==> src/rtl/shared_mem_scheduler.sv <==
// Round-robin scheduler that shares one single-port SRAM bank among Req_Width
// requesters, with optional short lock bursts and one-hot routed read returns.
module shared_mem_scheduler #(
  parameter int Req_Width  = 10,
  parameter int Addr_Width = 8,
  parameter int Data_Width = 16,
  parameter int Max_Burst  = 4,
  parameter int Rd_Latency = 1
) (
  input  logic                             clk,
  input  logic                             rst,
  input  logic [Req_Width-1:0]             req,
  input  logic [Req_Width-1:0]             lock,
  input  logic [Req_Width-1:0]             we,
  input  logic [Req_Width*Addr_Width-1:0]  addr,
  input  logic [Req_Width*Data_Width-1:0]  wdata,
  output logic [Req_Width-1:0]             gnt,
  output logic                             mem_en,
  output logic                             mem_we,
  output logic [Addr_Width-1:0]            mem_addr,
  output logic [Data_Width-1:0]            mem_wdata,
  input  logic [Data_Width-1:0]            mem_rdata,
  output logic [Req_Width-1:0]             rd_valid,
  output logic [Data_Width-1:0]            rd_data
);

  localparam int Idx_Width = $clog2(Req_Width);

  typedef enum logic {ARB, LOCKED} state_t;

  state_t                 state_reg, state_next;
  logic [Req_Width-1:0]   ptr_reg, ptr_next;
  logic [Idx_Width-1:0]   owner_reg, owner_next;
  logic [3:0]             burst_cnt_reg, burst_cnt_next;

  logic [Idx_Width-1:0]   ptr_idx;
  logic [Idx_Width:0]     pos;
  logic                   rr_found;
  logic [Idx_Width-1:0]   rr_idx;
  logic                   lock_hold;
  logic                   acc;
  logic [Idx_Width-1:0]   acc_idx;
  logic [Req_Width-1:0]   gnt_raw;
  logic [Req_Width-1:0]   ptr_adv;
  logic [Req_Width-1:0]   rd_id;

  logic [Rd_Latency:0][Req_Width-1:0] rd_pipe_reg;

  always_comb begin
    ptr_idx = '0;
    for (int k = 0; k < Req_Width; k++) begin
      if (ptr_reg[k]) ptr_idx = Idx_Width'(k);
    end
  end

  // Scan upward from the pointer, wrapping at Req_Width rather than 2**Idx_Width.
  always_comb begin
    pos      = '0;
    rr_found = 1'b0;
    rr_idx   = '0;
    for (int k = 0; k < Req_Width; k++) begin
      pos = {1'b0, ptr_idx} + (Idx_Width+1)'(k);
      if (pos >= (Idx_Width+1)'(Req_Width)) pos = pos - (Idx_Width+1)'(Req_Width);
      if (!rr_found && req[pos[Idx_Width-1:0]]) begin
        rr_found = 1'b1;
        rr_idx   = pos[Idx_Width-1:0];
      end
    end
  end

  // A locked owner keeps the bank only while it still requests; otherwise
  // the round-robin choice takes over in the same cycle.
  always_comb begin
    lock_hold = (state_reg == LOCKED) && req[owner_reg];
    acc       = lock_hold ? 1'b1 : rr_found;
    acc_idx   = lock_hold ? owner_reg : rr_idx;
  end

  for (genvar gi = 0; gi < Req_Width; gi++) begin : g_onehot
    assign gnt_raw[gi] = acc && (acc_idx == Idx_Width'(gi));
    assign gnt[gi]     = rst && gnt_raw[gi];
    assign ptr_adv[gi] = (acc_idx == Idx_Width'((gi + Req_Width - 1) % Req_Width));
    assign rd_id[gi]   = gnt_raw[gi] && !we[gi];
  end

  always_comb begin
    state_next     = state_reg;
    ptr_next       = ptr_reg;
    owner_next     = owner_reg;
    burst_cnt_next = burst_cnt_reg;
    if (lock_hold) begin
      burst_cnt_next = 4'(burst_cnt_reg + 4'd1);
      if (!lock[owner_reg] || (burst_cnt_next >= 4'(Max_Burst))) begin
        state_next     = ARB;
        ptr_next       = ptr_adv;
        burst_cnt_next = '0;
      end
    end else if (acc) begin
      state_next     = ARB;
      ptr_next       = ptr_adv;
      burst_cnt_next = '0;
      if (lock[acc_idx] && (Max_Burst > 1)) begin
        state_next     = LOCKED;
        owner_next     = acc_idx;
        burst_cnt_next = 4'd1;
      end
    end else begin
      state_next     = ARB;
      burst_cnt_next = '0;
    end
  end

  always_ff @(posedge clk or negedge rst) begin
    if (!rst) begin
      state_reg     <= ARB;
      ptr_reg       <= Req_Width'(1);
      owner_reg     <= '0;
      burst_cnt_reg <= '0;
    end else begin
      state_reg     <= state_next;
      ptr_reg       <= ptr_next;
      owner_reg     <= owner_next;
      burst_cnt_reg <= burst_cnt_next;
    end
  end

  always_ff @(posedge clk or negedge rst) begin
    if (!rst) begin
      mem_en    <= 1'b0;
      mem_we    <= 1'b0;
      mem_addr  <= '0;
      mem_wdata <= '0;
    end else if (acc) begin
      mem_en    <= 1'b1;
      mem_we    <= we[acc_idx];
      mem_addr  <= addr[acc_idx*Addr_Width +: Addr_Width];
      mem_wdata <= wdata[acc_idx*Data_Width +: Data_Width];
    end else begin
      mem_en    <= 1'b0;
      mem_we    <= 1'b0;
    end
  end

  // The last pipe stage lines up with mem_rdata; the output register captures both.
  always_ff @(posedge clk or negedge rst) begin
    if (!rst) begin
      rd_pipe_reg <= '0;
      rd_valid    <= '0;
      rd_data     <= '0;
    end else begin
      rd_pipe_reg <= {rd_pipe_reg[Rd_Latency-1:0], rd_id};
      rd_valid    <= rd_pipe_reg[Rd_Latency];
      rd_data     <= (|rd_pipe_reg[Rd_Latency]) ? mem_rdata : '0;
    end
  end

endmodule

==> config.mk <==
export PLATFORM = sky130hd
export DESIGN_NAME = shared_mem_scheduler
export DESIGN_NICKNAME = d
export VERILOG_FILES = /design/src/rtl/shared_mem_scheduler.sv
export SDC_FILE = /design/constraint.sdc
export NUM_CORES = 1
export LEC_CHECK = 0
export ABC_CLOCK_PERIOD_IN_PS = 11600
export CORE_AREA = 2 2 98 195
export DETAILED_ROUTE_END_ITERATION = 8
export DIE_AREA = 0 0 100 197
export GPL_TIMING_DRIVEN = 0
export MAX_ROUTING_LAYER = met4
export PLACE_DENSITY = 0.86
export SKIP_LAST_GASP = 1
export SYNTH_ARGS = -nofsm -noshare
export SYNTH_HDL_FRONTEND = slang
export SYNTH_SLANG_ARGS = --single-unit
==> constraint.sdc <==
create_clock -name clk -period 11.6 [get_ports clk]
set_clock_uncertainty 0.2 [all_clocks]
set_input_delay 2.9 -clock clk [delete_from_list [all_inputs] [get_ports clk]]
set_output_delay 2.9 -clock clk [all_outputs]
set_load 0.02 [all_outputs]
==> reports/metrics.csv <==
stage,metric,value,unit
outcome,status,completed,
route,first_pass_iters,5,
sta,rsz0062_at_grt,false,
route,drt-total-wl,42700,um
setup_path,crit_arrival,8.18,ns
die,io_pins,350,
yosys,synth_top_area_share,0.257,
clock_tree,clockBufferDepth,2,
yosys,ys_top_cells_by_area,"dfrtp_1 26%, mux2i_1 17%, mux2_2 6.9%, o21ai_0 3.2%, o22a_1 2.6%",
worst_hold_path,hold_class,flop to flop,
sta,max_freq,0.0886,GHz
grt,use_met2,0.767,
sta,worstMarginPinSlew,1.46,ns
yosys,syn_inst,935,
yosys,ys_ff_latch,90,
die,chipHeight,197,um
yosys,yosys_warnings,0,
sta,hold_viol,0,
yosys,yosysMostFrequentCell,mux2i_1,
yosys,synth_top_flop_cell,dfrtp_1,
die,die_w,100,um
yosys,synth_cell_types,100,
clock_tree,tritoncts,done,
route,drc,0,
sta,timing.final.crit_share,0.972,
placed_design,portBuffers,349,
setup_path,start_kind,flop,
setup_path,cp_slowest_stage_delay,0.70,ns
route,wl_per_cell,28.1,um
grt,grt_use_met3,0.0784,
route,viasPerCell,6.63,
grt,grt_usage,0.442,
placed_design,place_congestion,1.19,
sta,setup_tns,0,ns
placed_design,place_ws,0.315,ns
grt,antenna_found_initial,3,
sta,setup-violations-final,0,
route,drt_iter0_markers,643,
clock_tree,clkSinkCount,90,
yosys,synth_common_cells,"148 x mux2i_1, 90 x dfrtp_1, 56 x o21ai_0",
die,fp.dieArea,19700,um2
setup_path,required,8.50,ns
cells_and_area,largest_reg_flops,20,
sta,hold_slack,0.161,ns
die,start_util,0.481,
yosys,synth_edf_count,0,
clock_tree,cts_buffers,9,
setup_path,end_kind,output pin,
clock_tree,clock_latency,0.35,ns
clock_tree,htree_levels,3,
cells_and_area,stdcell_count,1521,
placed_design,dp.cells,1502,
yosys,synth_top_cell_by_area,dfrtp_1,
yosys,ys_seq_area_frac,0.257,
sta,fin_ws,0.319,ns
placed_design,place_hpwl,34200,um
grt,grt-ovfl-total,0,
grt,use_met1,0.429,
clock_tree,post_cts_buffers,0,
sta,drv_slew,0,
grt,grt_first_pass_wirelength,63000,um
clock_tree,hold_buffers,0,
die,core_area,18200,um2
setup_path,slowest_stage,clkdlybuf4s50_1,
route,final_antenna_net_count,0,
cells_and_area,fillers,1343,
clock_tree,cts_root_buffer,clkbuf_16,
yosys,netlist_area,8760,um2
grt,top_usage_layer,met2,
setup_path,worst-setup-path-type,flop to output pin,
route,vias,10100,
cells_and_area,drive_above_1_share,0.131,
clock_tree,cts.clk_slew.worst_paths,0.07,ns
grt,grt_pass1_vias,10700,
yosys,syn_avg_cell_area,9.36,um2
cells_and_area,area_delta_synth_final,47.2,%
cells_and_area,fin_nets,1603,
yosys,async_reset_ff_frac,1.00,
sta,slew_headroom,0.0146,
grt,grt_max_degree,74,
setup_path,path_max_fanout,11,
sta,fin_crit,11.28,ns
die,row_count,70,
run,timing.max_cap.violations,0,
-- logic make-up after synthesis --
kind of cell | count (synthesis) | share of synthesized area
compound gates | 266 | 0.228
simple gates | 253 | 0.160
mux | 212 | 0.262
flops | 90 | 0.257
buf+inv | 89 | 0.0603
fa+ha+maj | 18 | 0.0257
xor+xnor | 6 | 0.00600
other cells | 1 | 0.000428
-- cell usage in the layout, fill, tap and decap left out, types with 6 or more instances in the layout --
| cell type | Yosys | routed |
|---|---|---|
| o21ai_0 | 56 | 56 |
| and3_1 | 6 | 6 |
| clkbuf_1 | 13 | 12 |
| dfrtp_1 | 90 | 90 |
| o31ai_1 | 11 | 10 |
| mux2i_1 | 148 | 148 |
| and2_1 | 27 | 27 |
| nor2b_1 | 7 | 7 |
| ha_1 | 18 | 18 |
| buf_2 | 21 | 21 |
| a21oi_1 | 22 | 22 |
| clkbuf_16 | 0 | 9 |
| a31oi_1 | 10 | 10 |
| nor4_1 | 8 | 8 |
| nor2_1 | 35 | 35 |
| o2111ai_1 | 6 | 6 |
| o211ai_1 | 10 | 10 |
| nand2b_1 | 9 | 9 |
| nand2_1 | 51 | 51 |
| nand3_1 | 23 | 23 |
| o22a_1 | 26 | 26 |
| buf_4 | 16 | 17 |
| nor3_1 | 31 | 31 |
| or4_1 | 7 | 7 |
| a211oi_1 | 6 | 6 |
| mux2_2 | 54 | 54 |
| buf_6 | 6 | 6 |
| inv_1 | 24 | 24 |
| o22ai_1 | 27 | 27 |
| o21ai_1 | 7 | 6 |
| o21a_1 | 9 | 9 |
| clkdlybuf4s50_1 | 0 | 348 |
| mux4_2 | 7 | 7 |
-- area by class of cell --
type / count / area (um2) / area share
antenna: 3 / 7.51 / 0.000582
buffer: 62 / 428 / 0.0332
clock buffer: 9 / 225 / 0.0175
clock inverter: 7 / 76.3 / 0.00592
inverter: 27 / 105 / 0.00815
multi-input combinational: 757 / 6010 / 0.466
sequential: 90 / 2250 / 0.175
tap: 216 / 270 / 0.0210
timing repair buffer: 350 / 3520 / 0.273
-- layer usage --
| metal | vias up | wire, um |
|---|---|---|
| li1 | 4350 | - |
| met2 | 685 | 21900 |
| met1 | 4809 | 13600 |
| met4 | 0 | 4070 |
| met5 | - | 0 |
| met3 | 241 | 3190 |
-- per-stage QoR --
step            util  area, um2
2_1_floorplan      -       8760
3_3_place_gp   0.687      12500
3_5_place_dp   0.689      12500
4_1_cts        0.706      12900
5_1_grt        0.708      12900
6_report       0.708      12900
-- what timing repair did --
item | in CTS | in global routing
hold endpoints to repair | 0 | 0
pin swaps | 0 | 1
gates resized for setup | 1 | 6
setup endpoints to repair | 7 | 9
-- final timing paths --
kind	end	from	slack, ns	depth (start not counted)
setup / recovery	gnt[7]	ptr_reg[9]$_DFFE_PN0P_	0.32	25
hold / removal	rd_pipe_reg[14]$_DFF_PN0_	rd_pipe_reg[4]$_DFF_PN0_	0.16	0
setup reg to reg	owner_reg[0]$_DFFE_PN0P_	ptr_reg[9]$_DFFE_PN0P_	3.89	23
hold reg to reg	rd_pipe_reg[14]$_DFF_PN0_	rd_pipe_reg[4]$_DFF_PN0_	0.16	0
max in group asynchronous	mem_wdata[9]$_DFFE_PN0N_	rst	8.29	2
min in group asynchronous	rd_data[3]$_DFF_PN0_	rst	2.23	1
-- worst max-delay path, delay by kind of cell, from the launching register on --
family	cells	cell delay (ns)
compound gates	6	1.90
simple gates	7	1.83
mux	1	0.48
flops	1	0.36
buf+inv	9	2.45
fa+ha+maj	2	0.80
Power is left out: the tool's default activity adds up to more than one toggle a clock period on the data nets, which glitch-free logic cannot reach.
